--- config.mk ---
export PLATFORM = sky130hd
export DESIGN_NAME = video_timing_gen_flat
export DESIGN_NICKNAME = d
export VERILOG_FILES = /design/src/rtl/video_timing_gen_pkg.sv /design/src/rtl/video_timing_gen_if.sv /design/src/rtl/video_timing_gen_delay.sv /design/src/rtl/video_timing_gen.sv /design/src/flat_wrapper.sv
export SDC_FILE = /design/constraint.sdc
export NUM_CORES = 1
export LEC_CHECK = 0
export BUFFER_PORTS_ARGS = -buffer_cell sky130_fd_sc_hd__buf_2
export CORE_ASPECT_RATIO = 1.4
export CORE_MARGIN = 2
export CORE_UTILIZATION = 30
export CTS_BUF_LIST = sky130_fd_sc_hd__clkbuf_8
export CTS_CLUSTER_DIAMETER = 50
export DETAILED_ROUTE_END_ITERATION = 6
export PLACE_DENSITY = 0.54
export SYNTH_ARGS = -nofsm -noshare
export SYNTH_HDL_FRONTEND = slang
export SYNTH_HIERARCHICAL = 1
export SYNTH_SLANG_ARGS = --single-unit
export TNS_END_PERCENT = 10
--- constraint.sdc ---
create_clock -name pix_clk -period 1.8 [get_ports pix_clk]
set_clock_uncertainty 0.05 [all_clocks]
set_input_delay 0.36 -clock pix_clk [delete_from_list [all_inputs] [get_ports pix_clk]]
set_output_delay 0.36 -clock pix_clk [all_outputs]
set_load 0.02 [all_outputs]
--- src/rtl/video_timing_gen_pkg.sv ---
// Shared definitions for the raster timing generator: FSM state encoding,
// standard mode timing sets for top-level parameter overrides and a sync
// level helper.
package video_timing_gen_pkg;

  typedef enum logic [1:0] {
    ST_IDLE = 2'd0,
    ST_RUN  = 2'd1,
    ST_STOP = 2'd2
  } vtg_state_e;

  typedef struct packed {
    int h_act;
    int h_fp;
    int h_pw;
    int h_bp;
    int v_act;
    int v_fp;
    int v_pw;
    int v_bp;
  } vtg_mode_t;

  // Industry-standard 640x480@60 VGA timing
  localparam vtg_mode_t VTG_640X480 = '{640, 16, 96, 48, 480, 10, 2, 33};
  // Typical 800x480 TFT panel timing
  localparam vtg_mode_t VTG_800X480 = '{800, 40, 48, 88, 480, 13, 3, 32};

  // Map a sync "asserted" flag onto the pin level for the given polarity
  function automatic logic vtg_sync_lvl(input logic act, input logic pol);
    return act ? pol : !pol;
  endfunction

endpackage

--- src/rtl/video_timing_gen_if.sv ---
// Timing generator output bundle. The master side is the generator, the
// slave side is the renderer/output stage that drives the run request.
// VTG_FRAME_CNT_EN adds the completed-frame counter.
interface video_timing_gen_if #(
  parameter int CW = 12
);
  logic          en;
  logic [CW-1:0] sx;
  logic [CW-1:0] sy;
  logic [CW-1:0] lx;
  logic [CW-1:0] ly;
  logic          hsync;
  logic          vsync;
  logic          de;
  logic          line_start;
  logic          frame_start;
  logic          busy;
`ifdef VTG_FRAME_CNT_EN
  logic [15:0]   frame_cnt;

  modport master (input en, output sx, sy, lx, ly, hsync, vsync, de,
                  line_start, frame_start, busy, frame_cnt);
  modport slave  (output en, input sx, sy, lx, ly, hsync, vsync, de,
                  line_start, frame_start, busy, frame_cnt);
`else
  modport master (input en, output sx, sy, lx, ly, hsync, vsync, de,
                  line_start, frame_start, busy);
  modport slave  (output en, input sx, sy, lx, ly, hsync, vsync, de,
                  line_start, frame_start, busy);
`endif
endinterface

--- src/rtl/video_timing_gen_delay.sv ---
// vtg_delay_line: DEPTH-stage register delay with synchronous active-low
// reset to a per-bit value. DEPTH=0 is a straight wire.
module vtg_delay_line #(
  parameter int           W       = 1,
  parameter int           DEPTH   = 0,
  parameter logic [W-1:0] RST_VAL = '0
) (
  input  logic         i_clk,
  input  logic         i_rstn,
  input  logic [W-1:0] i_d,
  output logic [W-1:0] o_q
);

  generate
    if (DEPTH == 0) begin : g_bypass
      assign o_q = i_d;
    end else begin : g_pipe
      logic [DEPTH-1:0][W-1:0] r_pipe;

      // Shift register; reset parks every stage at its idle value
      always_ff @(posedge i_clk) begin
        if (!i_rstn) begin
          r_pipe <= {DEPTH{RST_VAL}};
        end else begin
          r_pipe[0] <= i_d;
          for (int i = 1; i < DEPTH; i++) r_pipe[i] <= r_pipe[i-1];
        end
      end

      assign o_q = r_pipe[DEPTH-1];
    end
  endgenerate

endmodule

--- src/rtl/video_timing_gen.sv ---
// video_timing_gen: parametrised raster timing generator with run/stop
// control, frame-aligned stopping, logical (shifted) coordinates and a
// delay line on the sync/strobe path.
// Optional feature macro: VTG_FRAME_CNT_EN (16-bit completed-frame counter).
module video_timing_gen
  import video_timing_gen_pkg::*;
#(
  parameter int H_ACT      = VTG_640X480.h_act,
  parameter int H_FP       = VTG_640X480.h_fp,
  parameter int H_PW       = VTG_640X480.h_pw,
  parameter int H_BP       = VTG_640X480.h_bp,
  parameter int V_ACT      = VTG_640X480.v_act,
  parameter int V_FP       = VTG_640X480.v_fp,
  parameter int V_PW       = VTG_640X480.v_pw,
  parameter int V_BP       = VTG_640X480.v_bp,
  parameter bit H_POL      = 1'b0,
  parameter bit V_POL      = 1'b0,
  parameter int CW         = 12,
  parameter int SCALE_LOG2 = 0,
  parameter int PIPE_DLY   = 0
) (
  input  logic                pix_clk,
  input  logic                pix_rstn,
  video_timing_gen_if.master  vtg
);

  localparam int LINE  = H_ACT + H_FP + H_PW + H_BP;
  localparam int FRAME = V_ACT + V_FP + V_PW + V_BP;

  // Inclusive bounds keep every constant below LINE/FRAME so they fit CW
  localparam logic [CW-1:0] SX_LAST  = CW'(LINE - 1);
  localparam logic [CW-1:0] SY_LAST  = CW'(FRAME - 1);
  localparam logic [CW-1:0] HA_LAST  = CW'(H_ACT - 1);
  localparam logic [CW-1:0] VA_LAST  = CW'(V_ACT - 1);
  localparam logic [CW-1:0] HS_FIRST = CW'(H_ACT + H_FP);
  localparam logic [CW-1:0] HS_LAST  = CW'(H_ACT + H_FP + H_PW - 1);
  localparam logic [CW-1:0] VS_FIRST = CW'(V_ACT + V_FP);
  localparam logic [CW-1:0] VS_LAST  = CW'(V_ACT + V_FP + V_PW - 1);

  // {hsync, vsync, de, line_start, frame_start} while idle
  localparam logic [4:0] RAW_IDLE = {!H_POL, !V_POL, 3'b000};

  vtg_state_e    r_state;
  logic [CW-1:0] r_sx;
  logic [CW-1:0] r_sy;

  logic          w_scan;
  logic          w_eol;
  logic          w_last;
  logic          w_hs_act;
  logic          w_vs_act;
  logic          w_de;
  logic          w_ls;
  logic          w_fs;
  logic [4:0]    w_raw;
  logic [4:0]    w_dly;

  assign w_scan = (r_state != ST_IDLE);
  assign w_eol  = (r_sx == SX_LAST);
  assign w_last = w_eol && (r_sy == SY_LAST);

  // Run/stop FSM and raster counters. A stop request taken on the very last
  // pixel of a frame lands directly in IDLE, so the frame never restarts.
  always_ff @(posedge pix_clk) begin
    if (!pix_rstn) begin
      r_state <= ST_IDLE;
      r_sx    <= '0;
      r_sy    <= '0;
    end else begin
      case (r_state)
        ST_IDLE: begin
          if (vtg.en) r_state <= ST_RUN;
        end
        ST_RUN, ST_STOP: begin
          r_sx <= w_eol ? '0 : r_sx + CW'(1);
          if (w_eol) r_sy <= (r_sy == SY_LAST) ? '0 : r_sy + CW'(1);
          if (r_state == ST_STOP || !vtg.en)
            r_state <= w_last ? ST_IDLE : ST_STOP;
        end
        default: r_state <= ST_IDLE;
      endcase
    end
  end

  // Raw decode; everything idles while the counters are parked
  assign w_hs_act = w_scan && (r_sx >= HS_FIRST) && (r_sx <= HS_LAST);
  assign w_vs_act = w_scan && (r_sy >= VS_FIRST) && (r_sy <= VS_LAST);
  assign w_de     = w_scan && (r_sx <= HA_LAST) && (r_sy <= VA_LAST);
  assign w_ls     = w_scan && (r_sx == '0);
  assign w_fs     = w_ls && (r_sy == '0);

  assign w_raw = {vtg_sync_lvl(w_hs_act, H_POL), vtg_sync_lvl(w_vs_act, V_POL),
                  w_de, w_ls, w_fs};

  vtg_delay_line #(
    .W       (5),
    .DEPTH   (PIPE_DLY),
    .RST_VAL (RAW_IDLE)
  ) u_dly (
    .i_clk  (pix_clk),
    .i_rstn (pix_rstn),
    .i_d    (w_raw),
    .o_q    (w_dly)
  );

  assign vtg.sx          = r_sx;
  assign vtg.sy          = r_sy;
  assign vtg.lx          = r_sx >> SCALE_LOG2;
  assign vtg.ly          = r_sy >> SCALE_LOG2;
  assign vtg.hsync       = w_dly[4];
  assign vtg.vsync       = w_dly[3];
  assign vtg.de          = w_dly[2];
  assign vtg.line_start  = w_dly[1];
  assign vtg.frame_start = w_dly[0];
  assign vtg.busy        = w_scan;

`ifdef VTG_FRAME_CNT_EN
  logic [15:0] r_fcnt;

  // Count frames as the counters leave the last pixel; wraps naturally
  always_ff @(posedge pix_clk) begin
    if (!pix_rstn)            r_fcnt <= '0;
    else if (w_scan && w_last) r_fcnt <= r_fcnt + 16'd1;
  end

  assign vtg.frame_cnt = r_fcnt;
`endif

endmodule
--- src/flat_wrapper.sv ---
// flat-port wrapper written by rule: the top's interface ports become plain ports
module video_timing_gen_flat import video_timing_gen_pkg::*;
#(
  parameter int H_ACT      = VTG_640X480.h_act,
  parameter int H_FP       = VTG_640X480.h_fp,
  parameter int H_PW       = VTG_640X480.h_pw,
  parameter int H_BP       = VTG_640X480.h_bp,
  parameter int V_ACT      = VTG_640X480.v_act,
  parameter int V_FP       = VTG_640X480.v_fp,
  parameter int V_PW       = VTG_640X480.v_pw,
  parameter int V_BP       = VTG_640X480.v_bp,
  parameter bit H_POL      = 1'b0,
  parameter bit V_POL      = 1'b0,
  parameter int CW         = 12,
  parameter int SCALE_LOG2 = 0,
  parameter int PIPE_DLY   = 0
)
  (pix_clk, pix_rstn, vtg_en, vtg_sx, vtg_sy, vtg_lx, vtg_ly, vtg_hsync, vtg_vsync, vtg_de, vtg_line_start, vtg_frame_start, vtg_busy);
  video_timing_gen_if #(.CW(CW)) vtg_i ();
  input  logic pix_clk;
  input  logic pix_rstn;
  input wire logic [$bits(vtg_i.en)-1:0] vtg_en;
  output wire logic [$bits(vtg_i.sx)-1:0] vtg_sx;
  output wire logic [$bits(vtg_i.sy)-1:0] vtg_sy;
  output wire logic [$bits(vtg_i.lx)-1:0] vtg_lx;
  output wire logic [$bits(vtg_i.ly)-1:0] vtg_ly;
  output wire logic [$bits(vtg_i.hsync)-1:0] vtg_hsync;
  output wire logic [$bits(vtg_i.vsync)-1:0] vtg_vsync;
  output wire logic [$bits(vtg_i.de)-1:0] vtg_de;
  output wire logic [$bits(vtg_i.line_start)-1:0] vtg_line_start;
  output wire logic [$bits(vtg_i.frame_start)-1:0] vtg_frame_start;
  output wire logic [$bits(vtg_i.busy)-1:0] vtg_busy;
  assign vtg_i.en = vtg_en;
  assign vtg_sx = vtg_i.sx;
  assign vtg_sy = vtg_i.sy;
  assign vtg_lx = vtg_i.lx;
  assign vtg_ly = vtg_i.ly;
  assign vtg_hsync = vtg_i.hsync;
  assign vtg_vsync = vtg_i.vsync;
  assign vtg_de = vtg_i.de;
  assign vtg_line_start = vtg_i.line_start;
  assign vtg_frame_start = vtg_i.frame_start;
  assign vtg_busy = vtg_i.busy;
  video_timing_gen #(.H_ACT(H_ACT), .H_FP(H_FP), .H_PW(H_PW), .H_BP(H_BP), .V_ACT(V_ACT), .V_FP(V_FP), .V_PW(V_PW), .V_BP(V_BP), .H_POL(H_POL), .V_POL(V_POL), .CW(CW), .SCALE_LOG2(SCALE_LOG2), .PIPE_DLY(PIPE_DLY)) u_core (.pix_clk(pix_clk), .pix_rstn(pix_rstn), .vtg(vtg_i));
endmodule
[After elaboration in Yosys (flattened, before gate mapping)]
Index checks and enable logic that the tools add are counted.
Storage, ports and cells
  flip-flop bits (word level): 26
  bits of input ports: 3
  output and inout bits: 54
  word-level logic and storage cells: 43
Cells by class
  add/subtract/negate cells: 2
  $lt $le $gt $ge: 6
  eq/ne operators: 6
  mux-type cells: 8
  reduce and logical (&&, ||, !) cells: 18
Operators with widths (number)
  adder 12 x 1 -> 12 bit (second input constant): 2
  equality test 12 x 10 -> 1 bit (second input constant): 2
  less-or-equal comparator 12 x 10 -> 1 bit (second input constant): 2
  less-or-equal comparator 12 x 9 -> 1 bit (second input constant): 2
  zero test 12 bit: 2
  2-to-1 mux 12 bit: 2
  >= comparator 12 x 10 -> 1 bit (second input constant): 1
  >= comparator 12 x 9 -> 1 bit (second input constant): 1
  logical AND 1 bit: 9
  2-to-1 mux 2 bit: 3
  one-hot mux 2 bit (2 select lines): 1
  AND reduction 2 bit: 2
  equality test 2 x 1 -> 1 bit (second input constant): 1
  equality test 2 bit (second input constant): 1
  zero test 2 bit: 1
  2-to-1 mux 1 bit: 2
  != test 2 x 1 -> 1 bit (second input constant): 1
  != test 2 bit (second input constant): 1
  nonzero test 2 bit: 1
  OR reduction 2 bit: 1
  zero test 1 bit: 1
  logical OR 1 bit: 1

[Depth between registers and ports, before layout]
Gate-level depths: netlist of the first run.
  word-level depth: 5
  gate-level depth with buffers: 8
  depth with buffers taken out: 6

[Hierarchy]
The synthesis of the first run kept the hierarchy.
By module, submodules not included
  video_timing_gen: instances 1, cells an instance 207, area each 1724.2 µm², seq. area each 520.5 µm²
  vtg_delay_line: instances 1, cells an instance 5, area each 37.5 µm², seq. area each 0.0 µm²

[Worst setup path after synthesis of the first run]
No wires, ideal clock.
  path type: register to register
  start point: reg u_core.r_state[1]
  end point: reg u_core.r_sx[11], in the netlist u_core/vtg.lx[11]
  library setup time: 0.072 ns
  arrival time: 1.781 ns
  data required time: 1.678 ns
  path slack: -0.103 ns
  stages on the path, launching flop included: 9
  buffers on the path: 2
  clock period less this slack: 1.903 ns
  path through: dfxtp_1 inv_1 ha_1 buf_2 and4_1 clkbuf_1 nand3_1 or4_1 a21oi_1
On the way
  longest elaborated chain between the ends: 2
  elaborated cells on any way between the ends: 3
  those cells by class: eq/ne: 2; reduce/logical: 1
RTL lines
  start, declared: RTL line video_timing_gen.sv:43  | vtg_state_e r_state;
  start signal, assigned: RTL line video_timing_gen.sv:78  | r_state <= w_last ? ST_IDLE : ST_STOP;
  equality test 2 x 1 -> 1 bit or equality test 2 bit (tied branches): RTL line video_timing_gen.sv:70  | case (r_state)
  OR reduction 2 bit *: RTL line video_timing_gen.sv:70
  end signal, assigned: RTL line video_timing_gen.sv:75  | r_sx <= w_eol ? '0 : r_sx + CW'(1);
  end, declared: RTL line video_timing_gen.sv:44  | logic [CW-1:0] r_sx;
Mark *: on every way between the ends. The rest lies on a longest branch, timed or not.
A chain may end at the register's enable or synchronous reset.

[Final worst setup path of the first run]
  start point: reg u_core.r_sy[11], in the netlist u_core/vtg.ly[11]
  end point: out vtg_vsync
On the way
  longest elaborated chain between the ends: 4
  elaborated cells on any way between the ends: 5
  those cells by class: order compare: 2; mux: 1; reduce/logical: 2
RTL lines
  start, declared: RTL line video_timing_gen.sv:45  | logic [CW-1:0] r_sy;
  start signal, assigned: RTL line video_timing_gen.sv:76  | if (w_eol) r_sy <= (r_sy == SY_LAST) ? '0 : r_sy + CW'(1);
  >= comparator 12 x 9 -> 1 bit: RTL line video_timing_gen.sv:87  | assign w_vs_act = w_scan && (r_sy >= VS_FIRST) && (r_sy <= VS_LAST);
  logical AND 1 bit: RTL line video_timing_gen.sv:87
  logical AND 1 bit *: RTL line video_timing_gen.sv:87
  2-to-1 mux 1 bit *: RTL line video_timing_gen_pkg.sv:30  | return act ? pol : !pol;
  end, declared: RTL line flat_wrapper.sv:28  | output wire logic [$bits(vtg_i.vsync)-1:0] vtg_vsync;
Marks and branches as above.

==> flow_summary_export.csv, run 1 <==
group,metric,value,unit
floorplan,rows,33,
clock_network,h-tree-depth,1,
synthesis,ys_seq_area_share,29.5,%
power,finalPower,1.40,mW
routing,routedWlPerCell,13.8,um
synthesis,synth_top_area_cell,"dfxtp_1",
clock_network,cts_buffers,3,
finish,syn_to_final_growth,32.6,%
floorplan,die_h,94.7,um
synthesis,yosysTopAreaCellShare,29.5,%
finish,multi_input_area,0.00102,mm2
synthesis,yosys_warnings,6,
timing,hold_violations,0,
synthesis,synth_area_per_cell,8.31,um2
routing,drt_iter0_drc,70,
routing,drc_errors,0,
setup_path,timing_worst_setup_path_type,"reg2out",
timing,max_freq,500,MHz
timing,period_share,111,%
floorplan,die_w,68.8,um
clock_network,clockBufferDepth,2,
timing,fin_ws,-0.201,ns
status,violations,"setup timing",
placed_design,gp_congestion,0.769,
timing,setup_violations,4,
global_route,antenna_found_initial,0,
routing,first_pass_iters,4,
floorplan,initial_core_util,30.5,%
clock_network,cts_hold_buf,0,
routing,vias,1693,
clock_network,cts_tree,"yes",
flow_run,max_cap_violations,0,
floorplan,io_pins,57,
timing,finalMaxSlewViolations,0,
finish,instances_no_fill,344,
clock_network,clock-sinks,26,
placed_design,dp_hpwl,3670,um
clock_network,clk_transition_reported_paths,0.09,ns
synthesis,syn_nets,223,
floorplan,coreArea,0.00578,mm2
status,status,"complete, but fails checks",
timing,slew_headroom,71.2,%
placed_design,portBuffers,56,
synthesis,synth_area_leaders,"dfxtp_1 (30%), buf_4 (13%), ha_1 (5.7%), xnor2_1 (4.0%), o21ai_0 (3.7%)",
finish,fin_area,0.00234,mm2
setup_path,path_max_fanout,2,
global_route,grt_overflow_total,0,
global_route,grt_pass1_wl,7340,um
setup_path,end_kind,"output pin",
timing,fin_crit,2.00,ns
routing,antenna_left,0,
power,ir_worst_vdd,0.428,mV
placed_design,dp_cells,338,
setup_path,crit_path_start_kind,"flop",
timing,rsz0062_at_grt,"yes",
setup_path,cp_cell_sequence,"nor4_2 > buf_4 > nand2_1 > a2111o_1 > buf_2",
clock_network,clock_latency,0.27,ns
finish,regArea,531,um2
finish,final_nets,286,
routing,routed_wl,4750,um
setup_path,cp.arrival,1.59,ns
finish,drive_gt1_share,46.7,%
global_route,grt_pass1_vias,1556,
power,leakagePower,1.09,nW
placed_design,placed_cell_area,0.00216,mm2
clock_network,cts_root_buf,"clkbuf_8",
timing,worst_pin_slew,0.430,ns
synthesis,syn-instance-count,212,
routing,viasPerCell,4.92,
finish,n_fill_cell,621,
synthesis,synth_seq_cells,26,
setup_path,required,1.39,ns
global_route,track_usage,14.8,%
setup_path,crit_path_max_incr_delay,0.34,ns
floorplan,dieArea,0.00651,mm2
setup_path,critPathSlowestCell,"a2111o_1",
synthesis,syn_area,0.00176,mm2
power,power.density,601,mW/mm2
synthesis,yosysUniqueCellTypes,40,
global_route,grt_start_max_net_pins,15,
finish,antenna_cells,0,
worst_hold_path,hold_path_class,"in2reg",
[Yosys cell counts]
| cell type | count |
|---|---|
| a2111o_1 | 1 |
| a21boi_0 | 3 |
| a21oi_1 | 8 |
| a21oi_2 | 2 |
| and2_1 | 3 |
| and3_1 | 5 |
| and4_1 | 3 |
| and4_2 | 1 |
| and4bb_2 | 1 |
| buf_2 | 4 |
| buf_4 | 30 |
| buf_6 | 1 |
| clkbuf_1 | 3 |
| dfxtp_1 | 26 |
| ha_1 | 8 |
| inv_1 | 10 |
| mux2i_1 | 1 |
| nand2_1 | 9 |
| nand2b_1 | 1 |
| nand3_1 | 10 |
| nand3b_1 | 2 |
| nand4_1 | 8 |
| nand4_2 | 1 |
| nand4_4 | 1 |
| nand4b_1 | 1 |
| nor2_1 | 16 |
| nor2b_1 | 3 |
| nor3_1 | 4 |
| nor4_1 | 5 |
| nor4b_1 | 2 |
| nor4b_2 | 1 |
| nor4b_4 | 1 |
| nor4bb_1 | 1 |
| o21ai_0 | 13 |
| o21ai_1 | 1 |
| o31ai_1 | 1 |
| or3_1 | 7 |
| or4_1 | 2 |
| xnor2_1 | 8 |
| xor2_1 | 4 |
[state kept, by name (all words and copies together), names as in the netlist]
name and count:
u_core/vtg.lx 12, u_core/r_state 2, u_core/vtg.ly 12
[final timing paths]
| path | from | end | slack, ns | cells past startpoint |
|---|---|---|---|---|
| max | u_core/vtg.ly[11] | vtg_vsync | -0.20 | 5 |
| min | pix_rstn | u_core/vtg.lx[2] | 0.34 | 2 |
| max reg2reg | u_core/vtg.lx[0] | u_core/vtg.ly[11] | 0.07 | 6 |
| min reg2reg | u_core/vtg.ly[8] | u_core/vtg.ly[8] | 0.46 | 2 |
[worst max-delay path: cells and delay by family, from the launching register on]
kind	cells	cell delay, ns
AND/OR/NAND/NOR	2	0.34
AO/OA/AOI/OAI	1	0.34
flip-flops	1	0.33
buffers and inverters	2	0.32
[layer usage]
metal,share of wire [%],vias up,track usage (%)
met5,0,-,0
met4,0.88,0,3.43
met3,3.8,4,1.43
met2,55,45,29.4
met1,40,803,16.0
li1,-,841,-
[area by class of cell]
class / instances / share of cell area [%]
Multi-Input combinational cell: 138 / 43.7
Sequential cell: 26 / 22.7
Clock buffer: 4 / 2.36
Inverter: 10 / 1.61
Tap cell: 70 / 3.75
Timing Repair Buffer: 96 / 25.9
[placed cells by master (no fill, tap or decap), types with 2 or more instances in the layout]
| cell type | instances |
|---|---|
| a21boi_0 | 3 |
| a21oi_1 | 8 |
| a21oi_2 | 2 |
| and2_1 | 3 |
| and3_1 | 4 |
| and4_1 | 2 |
| buf_2 | 53 |
| buf_4 | 41 |
| clkbuf_8 | 4 |
| dfxtp_1 | 18 |
| dfxtp_2 | 8 |
| ha_1 | 5 |
| ha_2 | 2 |
| inv_1 | 9 |
| nand2_1 | 9 |
| nand3_1 | 10 |
| nand3b_1 | 2 |
| nand4_1 | 8 |
| nand4_4 | 2 |
| nor2_1 | 16 |
| nor2b_1 | 3 |
| nor3_1 | 3 |
| nor4_1 | 3 |
| nor4b_4 | 2 |
| o21ai_0 | 13 |
| or3_1 | 5 |
| or3_4 | 2 |
| or4_1 | 2 |
| xnor2_1 | 8 |
| xor2_1 | 4 |
[stage by stage]
stage                     setup TNS (ns)  setup WS (ns)  util, %  hold WS [ns]
after global routing               -1.01         -0.306     40.4         0.344
after detailed placement          -0.140        -0.0487     37.4         0.485
after floorplan                  -0.0130        -0.0130        -         0.425
final                             -0.447         -0.201     40.4         0.338
after CTS                         -0.496         -0.206     39.4         0.336
after global placement          -0.00705       -0.00627     37.4         0.473
[kinds of logic (layout without fill, tap and decap cells)]
logic type	Yosys count	after routing	synth area share, %
and+or+nand+nor	88	88	31.3
buffers and inverters	48	110	17.3
AOI/OAI and AO/OA	29	29	9.59
DFF	26	26	29.5
xor gates and xnor gates	12	12	5.97
adders and majority gates	8	8	5.68
muxes	1	1	0.568
[power breakdown]
group	internal (mW)	switching, mW
Sequential	0.595	0.0108
Combinational	0.212	0.205
Clock	0.196	0.184
Total	1.00	0.401
[repair_timing]
item,4_1_cts,5_1_grt
endpoints found under the setup margin,12,18
setup buffers,0,2
gates resized for setup,14,13
hold endpoints to repair,0,0
pin swaps,4,7
(Power assumes the default switching activity.)
==> run 2: changes to the inputs <==
--- a/config.mk
+++ b/config.mk
@@ -6,13 +6,14 @@
 export NUM_CORES = 1
 export LEC_CHECK = 0
 export BUFFER_PORTS_ARGS = -buffer_cell sky130_fd_sc_hd__buf_2
+export CAP_MARGIN = 10
 export CORE_ASPECT_RATIO = 1.4
 export CORE_MARGIN = 2
 export CORE_UTILIZATION = 30
 export CTS_BUF_LIST = sky130_fd_sc_hd__clkbuf_8
 export CTS_CLUSTER_DIAMETER = 50
 export DETAILED_ROUTE_END_ITERATION = 6
-export PLACE_DENSITY = 0.54
+export PLACE_DENSITY = 0.52
 export SYNTH_ARGS = -nofsm -noshare
 export SYNTH_HDL_FRONTEND = slang
 export SYNTH_HIERARCHICAL = 1
==> constraint.sdc (replaced) <==
create_clock -name pix_clk -period 2.1 [get_ports pix_clk]
set_clock_uncertainty 0.05 [all_clocks]
set_input_delay 0.42 -clock pix_clk [delete_from_list [all_inputs] [get_ports pix_clk]]
set_output_delay 0.42 -clock pix_clk [all_outputs]
set_load 0.02 [all_outputs]
==> run 2 against run 1 <==
Compared with the run above: the flow now finishes without violations; largest cell class unchanged; wire length shrank 3.1%; global-route usage shrank 0.35 points; total power shrank 15%; worst hold slack gained 0.041 ns; flip-flop and latch count is the same; highest routed layer unchanged; utilization shrank 2.6 points; via count shrank 3.9%; first-iteration DRC count grew 13%; clock-buffer cell count is the same; worst setup slack gained 0.27 ns; non-clock buffer count shrank 18.
==> flow_summary_export.csv, run 2 (synthesized netlist as in run 1, its figures left out) <==
group,metric,value,unit
worst_hold_path,worst_hold_path.endpoint,"u_core/vtg.lx[2]",
timing,max_freq,492,MHz
floorplan,rows,33,
finish,final_cell_mix,"buf_2 (55), buf_4 (22), dfxtp_1 (18)",
timing,setup_violations,0,
setup_path,path_buf_inv,4,
status,status,"finished clean",
global_route,grt_pass1_vias,1483,
timing,slew_headroom,73.7,%
setup_path,critPathSlowestCell,"dfxtp_2",
placed_design,dp_hpwl,3330,um
routing,viasPerCell,4.99,
worst_hold_path,holdPathStages,2,
power,swShare,28.9,%
floorplan,dieArea,0.00651,mm2
worst_hold_path,hold_path_class,"in2reg",
clock_network,clock_latency,0.28,ns
global_route,grt_start_max_net_pins,15,
power,combPwrFrac,28.2,%
clock_network,clk_transition_reported_paths,0.09,ns
finish,final_nets,268,
placed_design,place_ws,0.122,ns
routing,drc_errors,0,
setup_path,cp_cell_sequence,"inv_2 > ha_4 > buf_4 > inv_1 > nand2_1 > a2111o_1 > buf_2",
global_route,grt_pass1_wl,7110,um
setup_path,worstReg2RegStart,"u_core/r_state[0]",
finish,antenna_cells,0,
routing,antenna_left,0,
flow_run,max_cap_violations,0,
finish,n_fill_cell,614,
setup_path,crit_path_start_kind,"flop",
placed_design,portBuffers,56,
floorplan,io_pins,57,
setup_path,end_kind,"output pin",
power,finalPower,1.19,mW
setup_path,cp.arrival,1.56,ns
setup_path,ff2ff_setup_slack,0.27,ns
setup_path,cp-startpoint,"u_core/r_state[0]",
floorplan,die_w,68.8,um
finish,syn_to_final_growth,24.2,%
setup_path,timing_worst_setup_path_type,"reg2out",
setup_path,critPathTopFamily,"buffers and inverters",
power,ir_worst_vdd,0.273,mV
floorplan,coreArea,0.00578,mm2
routing,routedWlPerCell,14.1,um
routing,first_pass_iters,4,
timing,period_share,96.7,%
timing,hold_violations,0,
timing,finalMaxSlewViolations,0,
timing,fin_ws,0.0692,ns
clock_network,cts_buffers,3,
timing,worst_pin_slew,0.392,ns
floorplan,initial_core_util,30.5,%
clock_network,cts_root_buf,"clkbuf_8",
clock_network,h-tree-depth,1,
setup_path,required,1.63,ns
power,seqPwrFrac,44.1,%
floorplan,die_h,94.7,um
power,leakagePower,0.994,nW
timing,rsz0062_at_grt,"yes",
routing,routed_wl,4600,um
routing,vias,1627,
timing,final.setup.tns,0,ns
power,power.density,545,mW/mm2
placed_design,dp_cells,316,
timing,fin_crit,2.03,ns
clock_network,clock-sinks,26,
finish,drive_gt1_share,43.0,%
clock_network,cts_tree,"yes",
setup_path,path_max_fanout,5,
setup_path,r2r_cells,6,
power,p_int,0.847,mW
setup_path,r2r_end,"u_core/vtg.ly[7]",
power,switchingPower,0.345,mW
clock_network,clockBufferDepth,2,
worst_hold_path,hold_path.startpoint,"pix_rstn",
global_route,track_usage,14.5,%
finish,layout_commonest_cell,"buf_2",
power,clockPowerShare,27.7,%
global_route,grt_overflow_total,0,
finish,instances_no_fill,326,
routing,drt_iter0_drc,79,
global_route,antenna_found_initial,0,
placed_design,gp_congestion,0.777,
timing,whs,0.379,ns
setup_path,crit_path_max_incr_delay,0.34,ns
[run 2: power groups by stage]
stage	Combinational [mW]	Clock (mW)	Sequential, mW
2_1_floorplan	0.176	0	0.544
5_1_grt	0.364	0.370	0.528
6_report	0.336	0.330	0.526
3_3_place_gp	0.244	0	0.536
3_5_place_dp	0.244	0	0.537
4_1_cts	0.301	0.346	0.527
[run 2: routing by layer]
layer,global-route usage (%),part of all wire [%],routed length [um]
met5,0,0,0
met4,5.39,1.5,71
met3,1.43,4.1,190
met2,26.6,52,2400
met1,16.6,42,1940
[run 2: layout make-up]
class	instances	area (um2)	share of cell area, %
Inverter	10	40.0	1.83
Clock buffer	4	55.1	2.52
Multi-Input combinational cell	138	1010	46.1
Tap cell	70	87.6	4.00
Timing Repair Buffer	78	460	21.0
Sequential cell	26	536	24.5
[run 2: through the flow]
stage / utilization, % / area, um2
2_1_floorplan: - / 1760
3_3_place_gp: 34.5 / 1990
3_5_place_dp: 34.5 / 1990
4_1_cts: 36.8 / 2130
5_1_grt: 37.9 / 2190
6_report: 37.9 / 2190
[run 2: what timing repair did]
action                     4_1_cts  5_1_grt
pin swaps                        4        4
resized for setup               13       15
setup endpoints to repair        4        3
setup buffers                    4        2
hold buffers                     0        0
[run 2: worst register-to-register path, delay by kind of cell (launching register included)]
family	cells	cell delay, ns
simple gates	3	0.91
flops	1	0.34
fa+ha+maj	1	0.29
compound gates	1	0.14
buf+inv	1	0.05
[run 2: worst max path at each step]
stage,endpoint,depth (start not counted)
final,vtg_vsync,7
after global placement,vtg_frame_start,7
after global routing,vtg_frame_start,7
after floorplan,u_core/vtg.lx[11],8
after detailed placement,vtg_frame_start,7
after CTS,vtg_frame_start,7
==> run 3: changes to the inputs <==
--- a/config.mk
+++ b/config.mk
@@ -13,7 +13,6 @@
 export CTS_BUF_LIST = sky130_fd_sc_hd__clkbuf_8
 export CTS_CLUSTER_DIAMETER = 50
 export DETAILED_ROUTE_END_ITERATION = 6
-export PLACE_DENSITY = 0.52
 export SYNTH_ARGS = -nofsm -noshare
 export SYNTH_HDL_FRONTEND = slang
 export SYNTH_HIERARCHICAL = 1
==> constraint.sdc (replaced) <==
create_clock -name pix_clk -period 2.1 [get_ports pix_clk]
set_clock_uncertainty 0.05 [all_clocks]
set_input_delay 0.21 -clock pix_clk [delete_from_list [all_inputs] [get_ports pix_clk]]
set_output_delay 0.21 -clock pix_clk [all_outputs]
set_load 0.02 [all_outputs]
==> run 3 against run 2 <==
Compared with the run above: wire length is 8.6% lower; combinational power fell by 29%; global-route usage down 1.2 points; critical endpoint is now vtg_frame_start; worst hold slack got worse by 0.19 ns.
==> flow_summary_export.csv, run 3 (synthesized netlist as in run 1, its figures left out) <==
group,metric,value,unit
timing,max_freq,489,MHz
placed_design,portBuffers,56,
routing,vias,1601,
power,power.density,523,mW/mm2
power,leakagePower,0.897,nW
timing,fin_ws,0.0566,ns
setup_path,crit_path_max_incr_delay,0.38,ns
floorplan,die_h,94.7,um
routing,routedWlPerCell,13.5,um
timing,rsz0062_at_grt,"yes",
global_route,track_usage,13.3,%
timing,slew_headroom,71.0,%
status,status,"finished clean",
clock_network,clk_transition_reported_paths,0.09,ns
floorplan,io_pins,57,
power,ir_worst_vdd,0.223,mV
power,switchingPower,0.313,mW
power,seqPwrFrac,50.3,%
power,finalPower,1.04,mW
timing,hold_violations,0,
placed_design,dp_hpwl,3140,um
power,combPwrFrac,22.8,%
setup_path,required,1.84,ns
global_route,grt_start_max_net_pins,14,
setup_path,critPathTopFamily,"simple AND/OR/NAND/NOR gates",
routing,antenna_left,0,
setup_path,critPathSlowestCell,"dfxtp_1",
power,p_int,0.731,mW
clock_network,clock-sinks,26,
floorplan,initial_core_util,30.5,%
global_route,grt_overflow_total,0,
finish,antenna_cells,0,
clock_network,cts_setup_buffers,0,
clock_network,cts_buffers,3,
finish,final_nets,255,
placed_design,gp_congestion,0.749,
finish,layout_commonest_cell,"buf_2",
finish,syn_to_final_growth,13.3,%
global_route,grt_pass1_wl,6640,um
routing,first_pass_iters,4,
timing,period_share,97.3,%
routing,drc_errors,0,
worst_hold_path,hold_path_class,"in2reg",
floorplan,rows,33,
clock_network,clockBufferDepth,2,
global_route,antenna_found_initial,0,
placed_design,place_ws,0.0962,ns
routing,routed_wl,4200,um
setup_path,path_buf_inv,2,
setup_path,end_kind,"output pin",
routing,viasPerCell,5.13,
clock_network,cts_root_buf,"clkbuf_8",
clock_network,cts_hold_buf,0,
timing,finalMaxSlewViolations,0,
power,swShare,30.0,%
floorplan,die_w,68.8,um
finish,final_cell_mix,"buf_2 (56), dfxtp_1 (25), nor2_1 (16)",
clock_network,clock_latency,0.26,ns
clock_network,cts_tree,"yes",
timing,setup_violations,0,
setup_path,timing_worst_setup_path_type,"reg2out",
global_route,grt_pass1_vias,1396,
timing,fin_crit,2.04,ns
timing,worst_pin_slew,0.433,ns
routing,drt_iter0_drc,122,
floorplan,dieArea,0.00651,mm2
clock_network,h-tree-depth,1,
setup_path,crit_path_start_kind,"flop",
flow_run,max_cap_violations,0,
setup_path,cp.arrival,1.78,ns
power,clockPowerShare,26.9,%
setup_path,path_max_fanout,4,
floorplan,coreArea,0.00578,mm2
finish,drive_gt1_share,33.1,%
setup_path,cp_cell_sequence,"inv_1 > ha_1 > nor4_2 > and3_1 > nand4_1 > nor2_1 > buf_2",
[run 3: timing repair]
| item | 4_1_cts | 5_1_grt |
|---|---|---|
| hold endpoints to repair | 0 | 0 |
| cloned | 0 | 0 |
| setup endpoints to repair | 1 | 13 |
| pin swaps | 0 | 1 |
| resized for setup | 1 | 5 |
[run 3: per-layer routing]
metal  vias to the layer above  global-route usage [%]  part of all wire [%]
met5                         -                       0                     0
met4                         0                    5.39                   1.4
met3                         4                    1.19                   6.8
met2                        70                    23.0                    50
met1                       751                    16.5                    42
li1                        776                       -                     -
[run 3: area by class of cell]
cell class	count	area, um2
well taps	70	87.6
inverters	10	37.5
clock buffers	3	41.3
repair buffers	65	348
multi-input cells	138	960
fillers	639	3780
flip-flops and latches	26	522
[run 3: final timing paths]
kind                                   startpoint           endpoint  slack [ns]  depth (start not counted)
worst max-delay path            u_core/r_state[1]    vtg_frame_start        0.06                          7
worst min-delay path                     pix_rstn   u_core/vtg.lx[4]        0.19                          2
worst max register to register  u_core/r_state[1]   u_core/vtg.ly[8]        0.15                          6
worst min register to register  u_core/r_state[0]  u_core/r_state[0]        0.46                          2
[run 3: stage by stage]
| step | cell area, um2 | hold WS, ns | utilization, % | cells | setup TNS (ns) |
|---|---|---|---|---|---|
| 6_report | 2000 | 0.188 | 34.5 | 312 | 0 |
| 5_1_grt | 2000 | 0.187 | 34.5 | 312 | -0.0314 |
| 4_1_cts | 1980 | 0.185 | 34.2 | 312 | 0 |
| 3_5_place_dp | 1930 | 0.448 | 33.4 | 309 | 0 |
| 3_3_place_gp | 1930 | 0.448 | 33.4 | 309 | 0 |
| 2_1_floorplan | 1760 | 0.282 | - | 212 | 0 |
[run 3: power by group through the flow]
stage                     Sequential, mW  Combinational [mW]  Clock [mW]
final                              0.525               0.238       0.281
after CTS                          0.527               0.238       0.296
after global placement             0.537               0.235           0
after floorplan                    0.544               0.176           0
after global routing               0.529               0.257       0.319
after detailed placement           0.538               0.234           0
